File: config.mk
export PLATFORM = sky130hd
export DESIGN_NAME = multicycle_control
export DESIGN_NICKNAME = d
export VERILOG_FILES = /design/src/rtl/ctrl_pkg.sv /design/src/rtl/multicycle_output_decode.sv /design/src/rtl/multicycle_control.sv
export SDC_FILE = /design/constraint.sdc
export NUM_CORES = 1
export LEC_CHECK = 0
export CAP_MARGIN = 20
export CORE_MARGIN = 4
export CORE_UTILIZATION = 41
export DETAILED_ROUTE_END_ITERATION = 16
export GPL_ROUTABILITY_DRIVEN = 0
export PLACE_DENSITY = 0.88
export SLEW_MARGIN = 20
export SYNTH_ARGS = -nofsm -noshare
export SYNTH_HDL_FRONTEND = slang
export SYNTH_SLANG_ARGS = --single-unit
File: constraint.sdc
create_clock -name CLK -period 2.1 [get_ports CLK]
set_input_delay 0.21 -clock CLK [delete_from_list [all_inputs] [get_ports CLK]]
set_output_delay 0.21 -clock CLK [all_outputs]
set_load 0.05 [all_outputs]
File: src/rtl/ctrl_pkg.sv
// Shared encodings for the multi-cycle control path: opcodes, FSM states,
// ALU ops, mux selects and the packed control vector.
package ctrl_pkg;

  localparam logic [2:0] OpR3  = 3'b000;
  localparam logic [2:0] OpRi  = 3'b001;
  localparam logic [2:0] OpLw  = 3'b010;
  localparam logic [2:0] OpSw  = 3'b011;
  localparam logic [2:0] OpJal = 3'b100;
  localparam logic [2:0] OpBeq = 3'b101;
  localparam logic [2:0] OpBne = 3'b110;
  localparam logic [2:0] OpLui = 3'b111;

  typedef enum logic [3:0] {
    StFetch  = 4'd0,
    StDecode = 4'd1,
    StExecR  = 4'd2,
    StExecI  = 4'd3,
    StWbAlu  = 4'd4,
    StAddr   = 4'd5,
    StMemRd  = 4'd6,
    StWbMem  = 4'd7,
    StMemWr  = 4'd8,
    StBranch = 4'd9,
    StJump   = 4'd10,
    StLuiWb  = 4'd11
  } state_e;

  localparam logic [2:0] AluAdd = 3'b000;
  localparam logic [2:0] AluSub = 3'b001;

  localparam logic [1:0] PcSrcAlu    = 2'b00;
  localparam logic [1:0] PcSrcAluOut = 2'b01;
  localparam logic [1:0] PcSrcJump   = 2'b10;

  localparam logic [1:0] SrcBReg = 2'b00;
  localparam logic [1:0] SrcBInc = 2'b01;
  localparam logic [1:0] SrcBImm = 2'b10;

  typedef struct packed {
    logic       pc_write;
    logic       pc_write_cond;
    logic       branch_ne;
    logic [1:0] pc_source;
    logic       iord;
    logic       mem_read;
    logic       mem_write;
    logic       ir_write;
    logic       reg_write;
    logic       mem_to_reg;
    logic       branch;
    logic       link;
    logic       lui;
    logic       alu_src_a;
    logic [1:0] alu_src_b;
    logic [2:0] alu_op;
  } ctrl_t;

endpackage

File: src/rtl/multicycle_output_decode.sv
// Combinational state -> control-vector decode. Only DECODE, BRANCH and EXEC_R
// look at the instruction fields; FETCH gates its latches on memory ready.
module multicycle_output_decode
  import ctrl_pkg::*;
(
  input  state_e     state_i,
  input  logic [2:0] opcode_i,
  input  logic [2:0] funct_i,
  input  logic       mem_ready_i,
  output ctrl_t      ctrl_o
);

  always_comb begin
    ctrl_o = '0;
    unique case (state_i)
      StFetch: begin
        ctrl_o.mem_read  = 1'b1;
        ctrl_o.ir_write  = mem_ready_i;
        ctrl_o.pc_write  = mem_ready_i;
        ctrl_o.alu_src_b = SrcBInc;
        ctrl_o.alu_op    = AluAdd;
        ctrl_o.pc_source = PcSrcAlu;
      end
      StDecode: begin
        // Branch target is computed here so BRANCH only has to compare.
        ctrl_o.alu_src_b = SrcBImm;
        ctrl_o.alu_op    = AluAdd;
        ctrl_o.branch    = (opcode_i == OpBeq) || (opcode_i == OpBne);
      end
      StExecR: begin
        ctrl_o.alu_src_a = 1'b1;
        ctrl_o.alu_src_b = SrcBReg;
        ctrl_o.alu_op    = funct_i;
      end
      StExecI, StAddr: begin
        ctrl_o.alu_src_a = 1'b1;
        ctrl_o.alu_src_b = SrcBImm;
        ctrl_o.alu_op    = AluAdd;
      end
      StWbAlu: ctrl_o.reg_write = 1'b1;
      StMemRd: begin
        ctrl_o.mem_read = 1'b1;
        ctrl_o.iord     = 1'b1;
      end
      StWbMem: begin
        ctrl_o.reg_write  = 1'b1;
        ctrl_o.mem_to_reg = 1'b1;
      end
      StMemWr: begin
        ctrl_o.mem_write = 1'b1;
        ctrl_o.iord      = 1'b1;
      end
      StBranch: begin
        ctrl_o.alu_src_a     = 1'b1;
        ctrl_o.alu_src_b     = SrcBReg;
        ctrl_o.alu_op        = AluSub;
        ctrl_o.pc_write_cond = 1'b1;
        ctrl_o.pc_source     = PcSrcAluOut;
        ctrl_o.branch_ne     = (opcode_i == OpBne);
      end
      StJump: begin
        ctrl_o.pc_write  = 1'b1;
        ctrl_o.pc_source = PcSrcJump;
        ctrl_o.link      = 1'b1;
        ctrl_o.reg_write = 1'b1;
      end
      StLuiWb: begin
        ctrl_o.reg_write = 1'b1;
        ctrl_o.lui       = 1'b1;
      end
      default: ctrl_o = '0;
    endcase
  end

endmodule

File: src/rtl/multicycle_control.sv
// Multi-cycle control FSM for the 16-bit processor: state register, next-state
// dispatch and reset gating around the output decoder.
module multicycle_control
  import ctrl_pkg::*;
#(
  parameter int unsigned PC_INC = 2
) (
  input  logic       CLK,
  input  logic       Reset,
  input  logic [2:0] input_opcode,
  input  logic [2:0] input_funct,
  input  logic       input_mem_ready,
  output logic       output_pc_write,
  output logic       output_pc_write_cond,
  output logic       output_branch_ne,
  output logic [1:0] output_pc_source,
  output logic       output_iord,
  output logic       output_mem_read,
  output logic       output_mem_write,
  output logic       output_ir_write,
  output logic       output_reg_write,
  output logic       output_mem_to_reg,
  output logic       output_branch,
  output logic       output_link,
  output logic       output_lui,
  output logic       output_alu_src_a,
  output logic [1:0] output_alu_src_b,
  output logic [2:0] output_alu_op,
  output logic [3:0] output_state
);

  // The datapath owns the increment constant; a zero step would never advance the PC.
  if (PC_INC == 0) begin : g_bad_pc_inc
    $error("PC_INC must be non-zero");
  end

  state_e state_q, state_d;
  ctrl_t  ctrl_dec, ctrl;

  always_ff @(posedge CLK) begin
    if (Reset) begin
      state_q <= StFetch;
    end else begin
      state_q <= state_d;
    end
  end

  always_comb begin
    state_d = state_q;
    unique case (state_q)
      StFetch:  if (input_mem_ready) state_d = StDecode;
      StDecode: begin
        unique case (input_opcode)
          OpR3:         state_d = StExecR;
          OpRi:         state_d = StExecI;
          OpLw, OpSw:   state_d = StAddr;
          OpJal:        state_d = StJump;
          OpBeq, OpBne: state_d = StBranch;
          OpLui:        state_d = StLuiWb;
          default:      state_d = StFetch;
        endcase
      end
      StExecR, StExecI: state_d = StWbAlu;
      StAddr:   state_d = (input_opcode == OpLw) ? StMemRd : StMemWr;
      StMemRd:  if (input_mem_ready) state_d = StWbMem;
      StMemWr:  if (input_mem_ready) state_d = StFetch;
      StWbAlu, StWbMem, StBranch, StJump, StLuiWb: state_d = StFetch;
      default:  state_d = StFetch;
    endcase
  end

  multicycle_output_decode u_decode (
    .state_i     (state_q),
    .opcode_i    (input_opcode),
    .funct_i     (input_funct),
    .mem_ready_i (input_mem_ready),
    .ctrl_o      (ctrl_dec)
  );

  // Reset kills every enable immediately so an abandoned access never half-issues.
  always_comb begin
    ctrl         = Reset ? '0 : ctrl_dec;
    output_state = Reset ? StFetch : state_q;
  end

  assign output_pc_write      = ctrl.pc_write;
  assign output_pc_write_cond = ctrl.pc_write_cond;
  assign output_branch_ne     = ctrl.branch_ne;
  assign output_pc_source     = ctrl.pc_source;
  assign output_iord          = ctrl.iord;
  assign output_mem_read      = ctrl.mem_read;
  assign output_mem_write     = ctrl.mem_write;
  assign output_ir_write      = ctrl.ir_write;
  assign output_reg_write     = ctrl.reg_write;
  assign output_mem_to_reg    = ctrl.mem_to_reg;
  assign output_branch        = ctrl.branch;
  assign output_link          = ctrl.link;
  assign output_lui           = ctrl.lui;
  assign output_alu_src_a     = ctrl.alu_src_a;
  assign output_alu_src_b     = ctrl.alu_src_b;
  assign output_alu_op        = ctrl.alu_op;

endmodule

==> results.sh, run 1 <==
export IMPL_top_regs="state_q x4"
export IMPL_ys_types=35
export IMPL_clock_power_share=0.182
export IMPL_synth_enable_flop_cells=0
export IMPL_pwr_share_seq=0.208
export IMPL_die_area_um2=2190
export IMPL_rsz0062_at_grt="no"
export IMPL_fin_crit_sh=0.938
export IMPL_r2r_start="state_q[1]$_SDFFE_PP0P_"
export IMPL_cts_clk_slew_worst_paths_ps=40
export IMPL_r2r_slack_ps=660
export IMPL_ys_ff_latch=4
export IMPL_vias=776
export IMPL_cts_buffers=3
export IMPL_area_growth_pct=97.4
export IMPL_p_switching_uw=211
export IMPL_p_int_uw=288
export IMPL_power_frac_comb=0.610
export IMPL_firstDrtPassIters=4
export IMPL_largest_register_ffs=4
export IMPL_drv_slew=0
export IMPL_drtIter0Drc=30
export IMPL_io_buffers=32
export IMPL_fmax_mhz=508
export IMPL_holdWs_ps=616
export IMPL_antenna_left=0
export IMPL_arrival_ps=1760
export IMPL_track_usage=0.215
export IMPL_dpl_hpwl_um=1710
export IMPL_postCtsSetupBuffers=0
export IMPL_start_util=0.456
export IMPL_holdCritPathClass="reg -> reg"
export IMPL_required_ps=1890
export IMPL_clock_skew_ps=0.755
export IMPL_peakVddDrop_mv=0.447
export IMPL_slowest_stage="dfxtp_1"
export IMPL_ff2ff_path_depth=5
export IMPL_cts_hold_buf=0
export IMPL_final_common_cell="buf_12"
export IMPL_drive_above_1_share=0.373
export IMPL_crit_path_start_kind="flop"
export IMPL_wl_per_cell_um=15.9
export IMPL_setup_viol_count_final=0
export IMPL_outcome="finished clean"
export IMPL_worstSetupEndpointType="output pin"
export IMPL_wirelength_um=2110
export IMPL_final_util=0.900
export IMPL_num_rows=13
export IMPL_ys_warn_count=0
export IMPL_min_to="state_q[0]$_SDFFE_PP0P_"
export IMPL_power_density_nw_per_um2=411
export IMPL_timing_rr_end="state_q[1]$_SDFFE_PP0P_"
export IMPL_die_h_um=46.8
export IMPL_grt_pass1_wl_um=3370
export IMPL_maxCapViolCount=0
export IMPL_clk_latency_ps=230
export IMPL_cts_root_buffer="clkbuf_4"
export IMPL_fillers=60
export IMPL_n_antenna_cell=0
export IMPL_grt_pass1_vias=715
export IMPL_drc=0
export IMPL_fp_coreArea_um2=1350
export IMPL_final_min_clock_period_ps=1970
export IMPL_avgSynthCellArea_um2=7.00
export IMPL_worst_setup_path_type="reg -> out"
export IMPL_switching_share=0.424
export IMPL_ios=33
export IMPL_hold_path_depth=2
export IMPL_worst_path_largest_cell_delay_ps=460
export IMPL_nNetsFinal=132
export IMPL_die_w_um=46.8
export IMPL_syn_num_nets=100
export IMPL_power_leakage_uw=0.000488
export IMPL_worstPathMaxFanout=15
export IMPL_hold_violations=0
export IMPL_grt_overflow_total=0
export IMPL_htree_levels=1
export IMPL_syn_inst=88
export IMPL_relSlewSlack=0.642
export IMPL_clk_path_buf_depth=2
export IMPL_async_flop_share=0
export IMPL_tritoncts="built"
export IMPL_cts_resized=0
export IMPL_cts_sinks=4
export IMPL_antenna_found_initial=0
export IMPL_grt_max_degree=18
export IMPL_worstMarginPinSlew_ps=536
export IMPL_final_cell_mix="buf_12 (24), nor2_1 (8), clkdlybuf4s50_1 (8), nand2_1 (7), nor2b_1 (6)"
export IMPL_regMostFlops="state_q"
export IMPL_vias_per_cell=5.83
export IMPL_ys_flop_type="dfxtp_1"
export IMPL_syn_area_um2=616
export IMPL_yosysSeqAreaShare=0.130
export IMPL_min_delay_start="state_q[2]$_SDFFE_PP0P_"
export IMPL_cp_cell_sequence="nor2b_1, nand3b_1, a211oi_2, buf_12"
logic make-up (layout without fill, tap and decap cells):
kind of cell / count (synthesis) / count (layout) / synth area share
flip-flops: 4 / 4 / 0.130
AO/OA/AOI/OAI: 21 / 21 / 0.228
XOR/XNOR: 1 / 1 / 0.0142
AND/OR/NAND/NOR: 47 / 47 / 0.437
adder cells (fa/ha/maj): 3 / 3 / 0.0610
buffers and inverters: 12 / 42 / 0.130
power by group through the flow:
stage | clock (uW) | sequential (uW) | combinational (uW)
6_report | 91.0 | 104 | 304
5_1_grt | 99.0 | 106 | 321
4_1_cts | 96.3 | 102 | 305
3_3_place_gp | 0 | 103 | 295
2_1_floorplan | 0 | 89.5 | 193
3_5_place_dp | 0 | 104 | 304
worst max path at each step:
stage,from,endpoint,cells after the start
after floorplan,state_q[2]$_SDFFE_PP0P_,output_iord,4
after global placement,Reset,output_branch_ne,5
after detailed placement,input_opcode[0],state_q[1]$_SDFFE_PP0P_,7
after CTS,state_q[0]$_SDFFE_PP0P_,output_branch_ne,5
after global routing,state_q[3]$_SDFFE_PP0P_,output_iord,5
final,state_q[3]$_SDFFE_PP0P_,output_alu_op[0],4
synth_stat cells (2+ instances only):
cell type | count | area share
nor2_1 | 9 | 0.055
nor2b_1 | 7 | 0.071
dfxtp_1 | 4 | 0.13
nor3_1 | 5 | 0.041
buf_6 | 3 | 0.055
nand2b_1 | 5 | 0.051
nand3b_1 | 2 | 0.024
buf_4 | 3 | 0.037
a21oi_1 | 5 | 0.041
ha_1 | 3 | 0.061
inv_1 | 3 | 0.018
clkbuf_1 | 2 | 0.012
and3_1 | 4 | 0.041
nand2_1 | 7 | 0.043
a211oi_1 | 3 | 0.037
o21ai_0 | 4 | 0.033
area by class of cell:
class                   count  area (um^2)  share of cell area
flip-flops and latches      4         81.3              0.0669
clock buffers               3         22.5              0.0185
well taps                  15         18.8              0.0154
multi-input cells          72          490               0.404
inverters                   3         11.3             0.00927
repair buffers             36          591               0.486
layer usage:
metal | routed length, um | vias to the layer above | global-route usage
met5 | 0 | - | 0
met4 | 36 | 0 | 0.105
met3 | 125 | 4 | 0.0345
met2 | 1040 | 34 | 0.335
met1 | 907 | 366 | 0.288
li1 | - | 372 | -
stage by stage:
stage	TNS [ps]	setup WS [ps]	std cells	total power, uW	cell area, um^2
floorplan	-13.8	-13.8	88	282	651
global placement	0	388	130	398	1190
detailed placement	0	305	130	408	1190
CTS	0	119	133	504	1210
global route	0	8.40	133	526	1210
finish	0	131	133	499	1210
critical path, delay by kind of cell, from the launching register on:
| kind | cells | cell delay [ps] |
|---|---|---|
| compound gates | 1 | 310 |
| buf+inv | 1 | 180 |
| flops | 1 | 460 |
| simple gates | 2 | 570 |
No activity file was read; power rests on OpenSTA's default activity.
==> run 2, diff against run 1 <==
ABC_AREA = 1   (was unset)
CAP_MARGIN = 40   (was 20)
CORE_UTILIZATION = 39   (was 41)
==> results.sh, run 2 <==
export IMPL_outcome="finished clean"
export IMPL_regMostFlops="state_q"
export IMPL_worstSetupEndpointType="output pin"
export IMPL_io_buffers=32
export IMPL_relSlewSlack=0.688
export IMPL_cp_num_buf_inv=2
export IMPL_area_growth_pct=111
export IMPL_crit_path_start_kind="flop"
export IMPL_fmax_mhz=548
export IMPL_worstMarginPinSlew_ps=466
export IMPL_antenna_left=0
export IMPL_fin_crit_sh=0.869
export IMPL_yosysTopAreaCellShare=0.152
export IMPL_cp_cell_sequence="inv_1, nor2_4, nand2_2, nor2_1, buf_12"
export IMPL_drtIter0Drc=33
export IMPL_yosysSeqAreaShare=0.147
export IMPL_vias_per_cell=5.17
export IMPL_ios=33
export IMPL_power_leakage_uw=0.000524
export IMPL_cts_sinks=4
export IMPL_n_antenna_cell=0
export IMPL_ys_top_cells_by_area="nor2_1 (15%), dfxtp_1 (15%), nand2_1 (12%)"
export IMPL_start_util=0.417
export IMPL_num_rows=13
export IMPL_dpl_hpwl_um=1720
export IMPL_cts_root_buffer="clkbuf_4"
export IMPL_antenna_found_initial=0
export IMPL_setup_viol_count_final=0
export IMPL_required_ps=1890
export IMPL_wl_per_cell_um=14.4
export IMPL_drive_above_1_share=0.318
export IMPL_syn_area_um2=543
export IMPL_syn_inst=96
export IMPL_track_usage=0.232
export IMPL_drc=0
export IMPL_tritoncts="built"
export IMPL_maxCapViolCount=0
export IMPL_hold_violations=0
export IMPL_clk_path_buf_depth=2
export IMPL_htree_levels=1
export IMPL_grt_max_degree=16
export IMPL_ys_ff_latch=4
export IMPL_clk_latency_ps=230
export IMPL_largest_register_ffs=4
export IMPL_ys_flop_type="dfxtp_1"
export IMPL_async_flop_share=0
export IMPL_peakVddDrop_mv=0.521
export IMPL_final_common_cell="buf_12"
export IMPL_grt_overflow_total=0
export IMPL_fp_coreArea_um2=1300
export IMPL_nNetsFinal=143
export IMPL_top_regs="state_q x4"
export IMPL_cts_clk_slew_worst_paths_ps=40
export IMPL_die_area_um2=2050
export IMPL_firstDrtPassIters=4
export IMPL_multi_input_area_um2=390
export IMPL_drv_slew=0
export IMPL_regArea_um2=80.1
export IMPL_worstPathMaxFanout=7
export IMPL_ys_types=22
export IMPL_final_min_clock_period_ps=1830
export IMPL_arrival_ps=1620
export IMPL_yosysMostFrequentCell="nor2_1"
export IMPL_clock_skew_ps=3.54
export IMPL_die_w_um=45.3
export IMPL_final_cell_mix="buf_12 (24), nor2_1 (22), nand2_1 (17), inv_1 (13)"
export IMPL_wirelength_um=2070
export IMPL_slowest_stage="dfxtp_1"
export IMPL_worst_setup_path_type="reg -> out"
export IMPL_power_density_nw_per_um2=514
export IMPL_cts_hold_buf=0
export IMPL_postCtsSetupBuffers=0
export IMPL_syn_num_nets=108
export IMPL_ys_warn_count=0
export IMPL_die_h_um=45.3
export IMPL_holdCritPathClass="in -> reg"
export IMPL_holdWs_ps=703
export IMPL_crit_family="simple AND/OR/NAND/NOR gates"
export IMPL_cts_resized=0
export IMPL_fin_tns_setup_ps=0
export IMPL_avgSynthCellArea_um2=5.66
export IMPL_rsz0062_at_grt="no"
export IMPL_yosys_top_cells_count="nor2_1 (22), nand2_1 (17), inv_1 (13)"
export IMPL_worst_path_largest_cell_delay_ps=460
export IMPL_vias=744
export IMPL_cts_buffers=3
export IMPL_synth_area_leader_cell="nor2_1"
export IMPL_grt_pass1_vias=734
export IMPL_fillers=67
export IMPL_grt_pass1_wl_um=3510
export IMPL_synth_enable_flop_cells=0
run 2: path summary, 6_finish.rpt:
check        cells past startpoint                 endpoint                    start  slack [ps]
min reg2reg                      6  state_q[0]$_SDFFE_PP0P_  state_q[0]$_SDFFE_PP0P_         800
max                              5     output_pc_write_cond  state_q[3]$_SDFFE_PP0P_         270
min                              4  state_q[3]$_SDFFE_PP0P_          input_mem_ready         700
max reg2reg                      6  state_q[1]$_SDFFE_PP0P_  state_q[2]$_SDFFE_PP0P_         880
run 2: power by group:
| part | switching, uW | internal [uW] |
|---|---|---|
| clock | 28.7 | 63.8 |
| combinational | 234 | 156 |
| sequential | 19.8 | 85.8 |
run 2: tightest hold or removal path, cell delays in order:
cell             delay, ps
clkdlybuf4s50_1        440
inv_1                  100
nand3_1                 70
nand2_1                 70
run 2: final cells by class:
cell class | instances | area share
flip-flops and latches | 4 | 0.0700
inverters | 17 | 0.0558
multi-input cells | 72 | 0.341
clock buffers | 3 | 0.0197
repair buffers | 33 | 0.497
well taps | 15 | 0.0164
run 2: stage by stage:
| step | std cells | power (uW) | setup WS, ps | area (um^2) | utilization |
|---|---|---|---|---|---|
| floorplan | 96 | 319 | 108 | 549 | - |
| global placement | 141 | 478 | 429 | 1120 | 0.862 |
| detailed placement | 141 | 492 | 318 | 1120 | 0.862 |
| CTS | 144 | 587 | 290 | 1140 | 0.879 |
| global route | 144 | 621 | 167 | 1140 | 0.879 |
| finish | 144 | 588 | 275 | 1140 | 0.879 |
run 2: kinds of logic (layout without fill, tap and decap cells):
kind of cell / after synthesis / after routing / share of synthesized area
buffers and inverters: 20 / 53 / 0.145
DFF: 4 / 4 / 0.147
adders and majority gates: 3 / 3 / 0.0691
and+or+nand+nor: 58 / 58 / 0.530
AOI/OAI and AO/OA: 11 / 11 / 0.108
run 2: metal layers:
layer	global-route usage	vias to the layer above	wire (um)	part of all wire
li1	-	366	-	-
met1	0.251	342	763	0.37
met2	0.486	36	1190	0.58
met3	0.0319	0	113	0.055
met4	0	0	0	0
met5	0	-	0	0
==> run 3, diff against run 2 <==
SKIP_CTS_REPAIR_TIMING = 1   (was unset)
==> results of run 3 <==
Same layout as run 2: the final DEF is identical, and so are final timing and power.
